[config.mk]
export PLATFORM = sky130hd
export DESIGN_NAME = sa_skew_feeder_flat
export DESIGN_NICKNAME = d
export VERILOG_FILES = /design/src/rtl/sa_skew_feeder_if.sv /design/src/rtl/sa_skew_feeder.sv /design/src/flat_wrapper.sv
export SDC_FILE = /design/constraint.sdc
export NUM_CORES = 1
export LEC_CHECK = 0
export ABC_CLOCK_PERIOD_IN_PS = 2100
export BUFFER_PORTS_ARGS = -buffer_cell sky130_fd_sc_hd__buf_2
export CORE_MARGIN = 5
export CORE_UTILIZATION = 55
export DETAILED_ROUTE_END_ITERATION = 10
export PLACE_DENSITY_LB_ADDON = 0.25
export REMOVE_ABC_BUFFERS = 1
export SLEW_MARGIN = 20
export SYNTH_ARGS = -nofsm -noshare
export SYNTH_HDL_FRONTEND = slang
export SYNTH_SLANG_ARGS = --single-unit
[constraint.sdc]
create_clock -name CLK -period 2.1 [get_ports CLK]
set_input_delay 0.42 -clock CLK [delete_from_list [all_inputs] [get_ports CLK]]
set_output_delay 0.42 -clock CLK [all_outputs]
set_load 0.03 [all_outputs]
[src/rtl/sa_skew_feeder_if.sv]
// sa_skew_feeder_if
//   Bundles the upstream operand handshake, job control and array-edge drive
//   of the systolic-array skew feeder into one interface.
//   master : upstream job/operand source (drives START, K_LEN, IN_*).
//   slave  : the feeder itself (drives IN_READY, ARR_*, BUSY, DONE).
//   START     job start pulse
//   K_LEN     reduction length, sampled with START
//   IN_VALID  operand vector valid
//   IN_READY  feeder accepts operands this cycle
//   IN_A/IN_B N-lane operand vectors, lane i = bits [i*DW +: DW]
//   ARR_EN    enable to every PE
//   ARR_CLR   accumulator clear to every PE
//   ARR_A     west-edge A lanes, ARR_B north-edge B lanes
//   BUSY      job in progress, DONE one-cycle completion pulse
interface sa_skew_feeder_if #(
  parameter int N  = 4,
  parameter int DW = 8,
  parameter int KW = 9
);
  logic            START;
  logic [KW-1:0]   K_LEN;
  logic            IN_VALID;
  logic            IN_READY;
  logic [N*DW-1:0] IN_A;
  logic [N*DW-1:0] IN_B;
  logic            ARR_EN;
  logic            ARR_CLR;
  logic [N*DW-1:0] ARR_A;
  logic [N*DW-1:0] ARR_B;
  logic            BUSY;
  logic            DONE;

  modport master (
    output START, K_LEN, IN_VALID, IN_A, IN_B,
    input  IN_READY, ARR_EN, ARR_CLR, ARR_A, ARR_B, BUSY, DONE
  );

  modport slave (
    input  START, K_LEN, IN_VALID, IN_A, IN_B,
    output IN_READY, ARR_EN, ARR_CLR, ARR_A, ARR_B, BUSY, DONE
  );
endinterface

[src/rtl/sa_skew_feeder.sv]
// sa_skew_feeder
//   Operand feeder for an N x N output-stationary systolic array. Each job
//   clears the PE accumulators for one cycle, accepts K operand vectors
//   (one A and one B vector per handshake), then flushes 2N zero steps so
//   every product has reached its PE, and finally pulses DONE.
//   Lane i of each edge is delayed by i array steps (diagonal skew) through
//   a chain of i+1 registers that only advance when ARR_EN is high, so
//   stalls freeze the whole array and skew consistently.
// Ports
//   CLK  rising-edge clock
//   RST  asynchronous active-low reset
//   bus  sa_skew_feeder_if slave modport (handshake, control, array edges)
module sa_skew_feeder #(
  parameter int N  = 4,
  parameter int DW = 8,
  parameter int KW = 9
) (
  input  logic             CLK,
  input  logic             RST,
  sa_skew_feeder_if.slave  bus
);

  localparam int FW = $clog2(2 * N);
  localparam logic [FW-1:0] FLUSH_LAST = FW'(2 * N - 1);

  typedef enum logic [2:0] {
    ST_IDLE,
    ST_CLEAR,
    ST_FEED,
    ST_FLUSH,
    ST_DONE
  } state_t;

  state_t          state;
  state_t          state_nxt;

  logic [KW-1:0]   k_reg;
  logic [KW-1:0]   feed_cnt;
  logic [FW-1:0]   flush_cnt;

  logic            in_ready;
  logic            accept;
  logic            flushing;
  logic            arr_en;
  logic            arr_clr;
  logic            busy;
  logic            done;
  logic            feed_last;
  logic            flush_last;

  logic [N*DW-1:0] arr_a;
  logic [N*DW-1:0] arr_b;

  // k_reg is never 0 while in FEED, so k_reg-1 does not underflow there.
  assign feed_last  = (feed_cnt == (k_reg - KW'(1)));
  assign flush_last = (flush_cnt == FLUSH_LAST);

  // State register.
  always_ff @(posedge CLK or negedge RST) begin
    if (!RST) begin
      state <= ST_IDLE;
    end else begin
      state <= state_nxt;
    end
  end

  // Next-state logic.
  always_comb begin
    state_nxt = state;
    case (state)
      ST_IDLE: begin
        if (bus.START) begin
          state_nxt = ST_CLEAR;
        end
      end
      ST_CLEAR: begin
        state_nxt = (k_reg != '0) ? ST_FEED : ST_FLUSH;
      end
      ST_FEED: begin
        if (accept && feed_last) begin
          state_nxt = ST_FLUSH;
        end
      end
      ST_FLUSH: begin
        if (flush_last) begin
          state_nxt = ST_DONE;
        end
      end
      ST_DONE: begin
        state_nxt = ST_IDLE;
      end
      default: begin
        state_nxt = ST_IDLE;
      end
    endcase
  end

  // Output decode. Everything except ARR_EN depends on state alone; ARR_EN
  // also follows IN_VALID so an idle upstream stalls the array in FEED.
  always_comb begin
    in_ready = 1'b0;
    flushing = 1'b0;
    arr_clr  = 1'b0;
    done     = 1'b0;
    busy     = 1'b1;
    case (state)
      ST_IDLE:  busy     = 1'b0;
      ST_CLEAR: arr_clr  = 1'b1;
      ST_FEED:  in_ready = 1'b1;
      ST_FLUSH: flushing = 1'b1;
      ST_DONE:  done     = 1'b1;
      default:  busy     = 1'b0;
    endcase
    accept = in_ready & bus.IN_VALID;
    arr_en = accept | flushing;
  end

  // Job counters. K_LEN is captured only when START is honoured, so later
  // changes on K_LEN have no effect on a running job.
  always_ff @(posedge CLK or negedge RST) begin
    if (!RST) begin
      k_reg     <= '0;
      feed_cnt  <= '0;
      flush_cnt <= '0;
    end else begin
      if ((state == ST_IDLE) && bus.START) begin
        k_reg <= bus.K_LEN;
      end

      if (state == ST_CLEAR) begin
        feed_cnt <= '0;
      end else if (accept) begin
        feed_cnt <= feed_cnt + KW'(1);
      end

      if (state == ST_FLUSH) begin
        flush_cnt <= flush_cnt + FW'(1);
      end else begin
        flush_cnt <= '0;
      end
    end
  end

  // Skew chains: lane g holds g+1 stages. The chain input is the operand
  // lane on an accepted handshake and zero during FLUSH (the only other
  // time ARR_EN is high). CLEAR wipes the chains so stale data from an
  // aborted job can never reach the array.
  for (genvar g = 0; g < N; g++) begin : g_lane
    logic [DW-1:0] a_chain [0:g];
    logic [DW-1:0] b_chain [0:g];
    logic [DW-1:0] a_in;
    logic [DW-1:0] b_in;

    assign a_in = accept ? bus.IN_A[g*DW +: DW] : '0;
    assign b_in = accept ? bus.IN_B[g*DW +: DW] : '0;

    always_ff @(posedge CLK or negedge RST) begin
      if (!RST) begin
        for (int s = 0; s <= g; s++) begin
          a_chain[s] <= '0;
          b_chain[s] <= '0;
        end
      end else if (arr_clr) begin
        for (int s = 0; s <= g; s++) begin
          a_chain[s] <= '0;
          b_chain[s] <= '0;
        end
      end else if (arr_en) begin
        a_chain[0] <= a_in;
        b_chain[0] <= b_in;
        for (int s = 1; s <= g; s++) begin
          a_chain[s] <= a_chain[s-1];
          b_chain[s] <= b_chain[s-1];
        end
      end
    end

    assign arr_a[g*DW +: DW] = a_chain[g];
    assign arr_b[g*DW +: DW] = b_chain[g];
  end

  assign bus.IN_READY = in_ready;
  assign bus.ARR_EN   = arr_en;
  assign bus.ARR_CLR  = arr_clr;
  assign bus.ARR_A    = arr_a;
  assign bus.ARR_B    = arr_b;
  assign bus.BUSY     = busy;
  assign bus.DONE     = done;

endmodule

[src/flat_wrapper.sv]
// flat-port wrapper written by rule: the top's interface ports become plain ports
module sa_skew_feeder_flat 
#(
  parameter int N  = 4,
  parameter int DW = 8,
  parameter int KW = 9
)
  (CLK, RST, bus_START, bus_K_LEN, bus_IN_VALID, bus_IN_A, bus_IN_B, bus_IN_READY, bus_ARR_EN, bus_ARR_CLR, bus_ARR_A, bus_ARR_B, bus_BUSY, bus_DONE);
  sa_skew_feeder_if #(.N(N), .DW(DW), .KW(KW)) bus_i ();
  input  logic CLK;
  input  logic RST;
  input wire logic [$bits(bus_i.START)-1:0] bus_START;
  input wire logic [$bits(bus_i.K_LEN)-1:0] bus_K_LEN;
  input wire logic [$bits(bus_i.IN_VALID)-1:0] bus_IN_VALID;
  input wire logic [$bits(bus_i.IN_A)-1:0] bus_IN_A;
  input wire logic [$bits(bus_i.IN_B)-1:0] bus_IN_B;
  output wire logic [$bits(bus_i.IN_READY)-1:0] bus_IN_READY;
  output wire logic [$bits(bus_i.ARR_EN)-1:0] bus_ARR_EN;
  output wire logic [$bits(bus_i.ARR_CLR)-1:0] bus_ARR_CLR;
  output wire logic [$bits(bus_i.ARR_A)-1:0] bus_ARR_A;
  output wire logic [$bits(bus_i.ARR_B)-1:0] bus_ARR_B;
  output wire logic [$bits(bus_i.BUSY)-1:0] bus_BUSY;
  output wire logic [$bits(bus_i.DONE)-1:0] bus_DONE;
  assign bus_i.START = bus_START;
  assign bus_i.K_LEN = bus_K_LEN;
  assign bus_i.IN_VALID = bus_IN_VALID;
  assign bus_i.IN_A = bus_IN_A;
  assign bus_i.IN_B = bus_IN_B;
  assign bus_IN_READY = bus_i.IN_READY;
  assign bus_ARR_EN = bus_i.ARR_EN;
  assign bus_ARR_CLR = bus_i.ARR_CLR;
  assign bus_ARR_A = bus_i.ARR_A;
  assign bus_ARR_B = bus_i.ARR_B;
  assign bus_BUSY = bus_i.BUSY;
  assign bus_DONE = bus_i.DONE;
  sa_skew_feeder #(.N(N), .DW(DW), .KW(KW)) u_core (.CLK(CLK), .RST(RST), .bus(bus_i));
endmodule
==> flow_summary.json <==
{
  "min_path_type": "in -> reg",
  "dp.cells": 994,
  "viasPerCell": 5.55,
  "numCtsBuffers": 17,
  "start_util_pct": 56.0,
  "layout_setup_ws_ns": 0.0137,
  "routedWlPerCell_um": 16.9,
  "worstHoldStart": "bus_IN_A[3]",
  "antenna_found_initial": 0,
  "rows": 43,
  "drc": 0,
  "tightest_slew_ns": 0.987,
  "diodes": 0,
  "synth_ff_type": "dfrtp_1",
  "layout_commonest_cell": "nand2_1",
  "register_area_mm2": 0.00461,
  "max_slew_margin_pct": 34.1,
  "dp_hpwl_um": 10800,
  "routed_wl_um": 17400,
  "drtAntennaViolNets": 0,
  "core-area_mm2": 0.0139,
  "yosysSeqAreaShare_pct": 59.3,
  "p_sw_share_pct": 38.6,
  "setup.worst_path.end": "bus_ARR_EN",
  "io_buffers": 145,
  "reg2reg_slack_ns": 0.14,
  "rsz0062_at_grt": "yes",
  "syn-instance-count": 748,
  "cts.sinks": 184,
  "place_ws_ns": 0.0311,
  "first_iter_violations": 540,
  "setup_viol": 0,
  "synth_edf_count": 0,
  "num_io_pins": 146,
  "combPwrFrac_pct": 33.5,
  "root_buffer": "clkbuf_16",
  "grt_usage_pct": 21.1,
  "drive_gt1_share_pct": 25.9,
  "grt_pass1_vias": 5689,
  "vdd_ir_drop_max_v": 0.000688,
  "status": "finished clean",
  "grt_pass1_wl_um": 28100,
  "synth_cell_types": 46,
  "clk_path_buf_depth": 2,
  "placed_cell_area_mm2": 0.00835,
  "fin_nets": 919,
  "grt_max_degree": 97,
  "firstDrtPassIters": 4,
  "clkTransAtPathRegs_ns": 0.06,
  "layoutNonFillerInstCount": 1029,
  "biggestRegsByFlops": "u_core.g_lane.a_chain x56, u_core.g_lane.b_chain x56",
  "hold_viol": 0,
  "multi_input_area_mm2": 0.00257,
  "min_period_ns": 2.09,
  "insertion_delay_ns": 0.42,
  "p_seq_share_pct": 44.2,
  "finClkSkew_ns": 0.0121,
  "layout_common_cells": "201 x nand2_1, 182 x dfrtp_1, 142 x buf_2, 99 x a21oi_1, 64 x a22o_1",
  "r2r_end": "u_core.state[0]",
  "rr_startpoint": "u_core.k_reg[3]",
  "timing.final.crit_share_pct": 99.3,
  "cp.arrival_ns": 1.67,
  "p_leak_nw": 4.39,
  "globalplace.congestion": 0.811,
  "finalInstanceArea_mm2": 0.00898,
  "vias": 5709,
  "ys_ff_latch": 184,
  "synth-async-reset-ratio_pct": 100,
  "required_ns": 1.68,
  "slew_violations": 0,
  "ys.warnings.count": 0,
  "r2r_cells": 5,
  "crit_path_start": "u_core.state[2]",
  "cts_tree": "done",
  "die_area_mm2": 0.0166,
  "die_w_um": 129,
  "p_int_w": 0.00798,
  "p_clk_share_pct": 22.3,
  "grt.overflow.total": 0,
  "h-tree-depth": 4,
  "syn_area_mm2": 0.00777,
  "die_h_um": 129,
  "area_growth_pct": 15.7,
  "crit_fanout": 17,
  "syn_area_per_cell_um2": 10.4,
  "p_sw_w": 0.00501,
  "cap_violations": 0,
  "end_kind": "output pin",
  "start_kind": "flip-flop",
  "p_per_area_mw_per_mm2": 1450,
  "criticalPathCategory": "reg -> out",
  "max_clock_freq_ghz": 0.479,
  "fillers": 1164
}
-- power by group through the flow --
stage	logic [W]	clock network, W	registers, W
detailed placement	0.00429	0	0.00576
finish	0.00435	0.00290	0.00574
floorplan	0.00189	0	0.00665
global placement	0.00414	0	0.00569
global route	0.00476	0.00313	0.00590
CTS	0.00433	0.00296	0.00572
-- cells in the mapped netlist, types with 3 or more instances --
cell	number	area share, %
inv_1	6	0.29
xnor2_1	6	0.68
xor2_1	8	0.90
clkbuf_1	23	1.1
dfrtp_1	184	59
a22o_1	64	7.2
and3_1	5	0.40
a21oi_1	99	6.4
ha_1	5	0.81
nor2_1	12	0.58
nand2b_1	5	0.40
buf_1	3	0.14
nor3_1	5	0.32
nand2_1	201	9.7
o21ai_0	5	0.32
buf_4	52	5.0
o31ai_1	3	0.29
buf_2	19	1.2
mux2_2	8	1.2
nand4_1	4	0.32
or3_1	3	0.24
-- worst max-delay path: stages, from the launching register on --
cell and delay (ns):
dfrtp_2 0.44, and2b_2 0.26, o21ai_4 0.07, inv_4 0.13, buf_12 0.17, buf_4 0.17
-- cell type report --
| class | instances | area share [%] |
|---|---|---|
| flip-flops and latches | 184 | 51.3 |
| clock buffers | 19 | 4.93 |
| well taps | 180 | 2.51 |
| inverters | 7 | 0.320 |
| multi-input cells | 459 | 28.6 |
| repair buffers | 168 | 11.4 |
| clock inverters | 12 | 1.04 |
-- layer usage --
metal  part of all wire [%]  GRT usage (%)  vias to the layer above
met2                     51           33.8                      153
met3                    5.2           4.94                       14
met4                   0.89           6.79                        0
met5                      0              0                        -
li1                       -              -                     2657
met1                     43           28.6                     2885
-- worst min path at each step --
stage / endpoint / slack (ns) / cells after the start
CTS: u_core.g_lane[0].a_chain[3] / 0.20 / 2
global route: u_core.g_lane[0].a_chain[0] / 0.20 / 2
floorplan: u_core.bus.ARR_A[10] / 0.12 / 0
finish: u_core.g_lane[0].a_chain[3] / 0.22 / 2
detailed placement: u_core.g_lane[0].b_chain[1] / 0.42 / 1
global placement: u_core.g_lane[0].b_chain[1] / 0.41 / 1
-- per-stage QoR --
step	util [%]	hold WS, ns	TNS [ns]	power (W)
2_1_floorplan	-	0.124	-1006.09	0.00855
3_3_place_gp	60.2	0.411	0	0.00984
3_5_place_dp	60.2	0.416	0	0.0101
4_1_cts	64.4	0.201	-0.406	0.0130
5_1_grt	64.7	0.198	-0.0558	0.0138
6_report	64.7	0.219	0	0.0130
-- what timing repair did --
item,CTS,global route
setup endpoints to repair,2,87
pin swaps,0,1
resized for setup,8,7
hold buffers,1,0
buffers inserted,1,0
hold endpoints to repair,51,0
cloned,0,2
-- cell families after synthesis --
family / Yosys count / synth area share [%]
AND/OR/NAND/NOR: 251 / 13.8
adder cells (fa/ha/maj): 5 / 0.805
XOR/XNOR: 14 / 1.58
AO/OA/AOI/OAI: 178 / 15.0
flip-flops: 184 / 59.3
buffers and inverters: 106 / 8.12
multiplexers: 10 / 1.42
No activity file was read; power rests on OpenSTA's default activity.
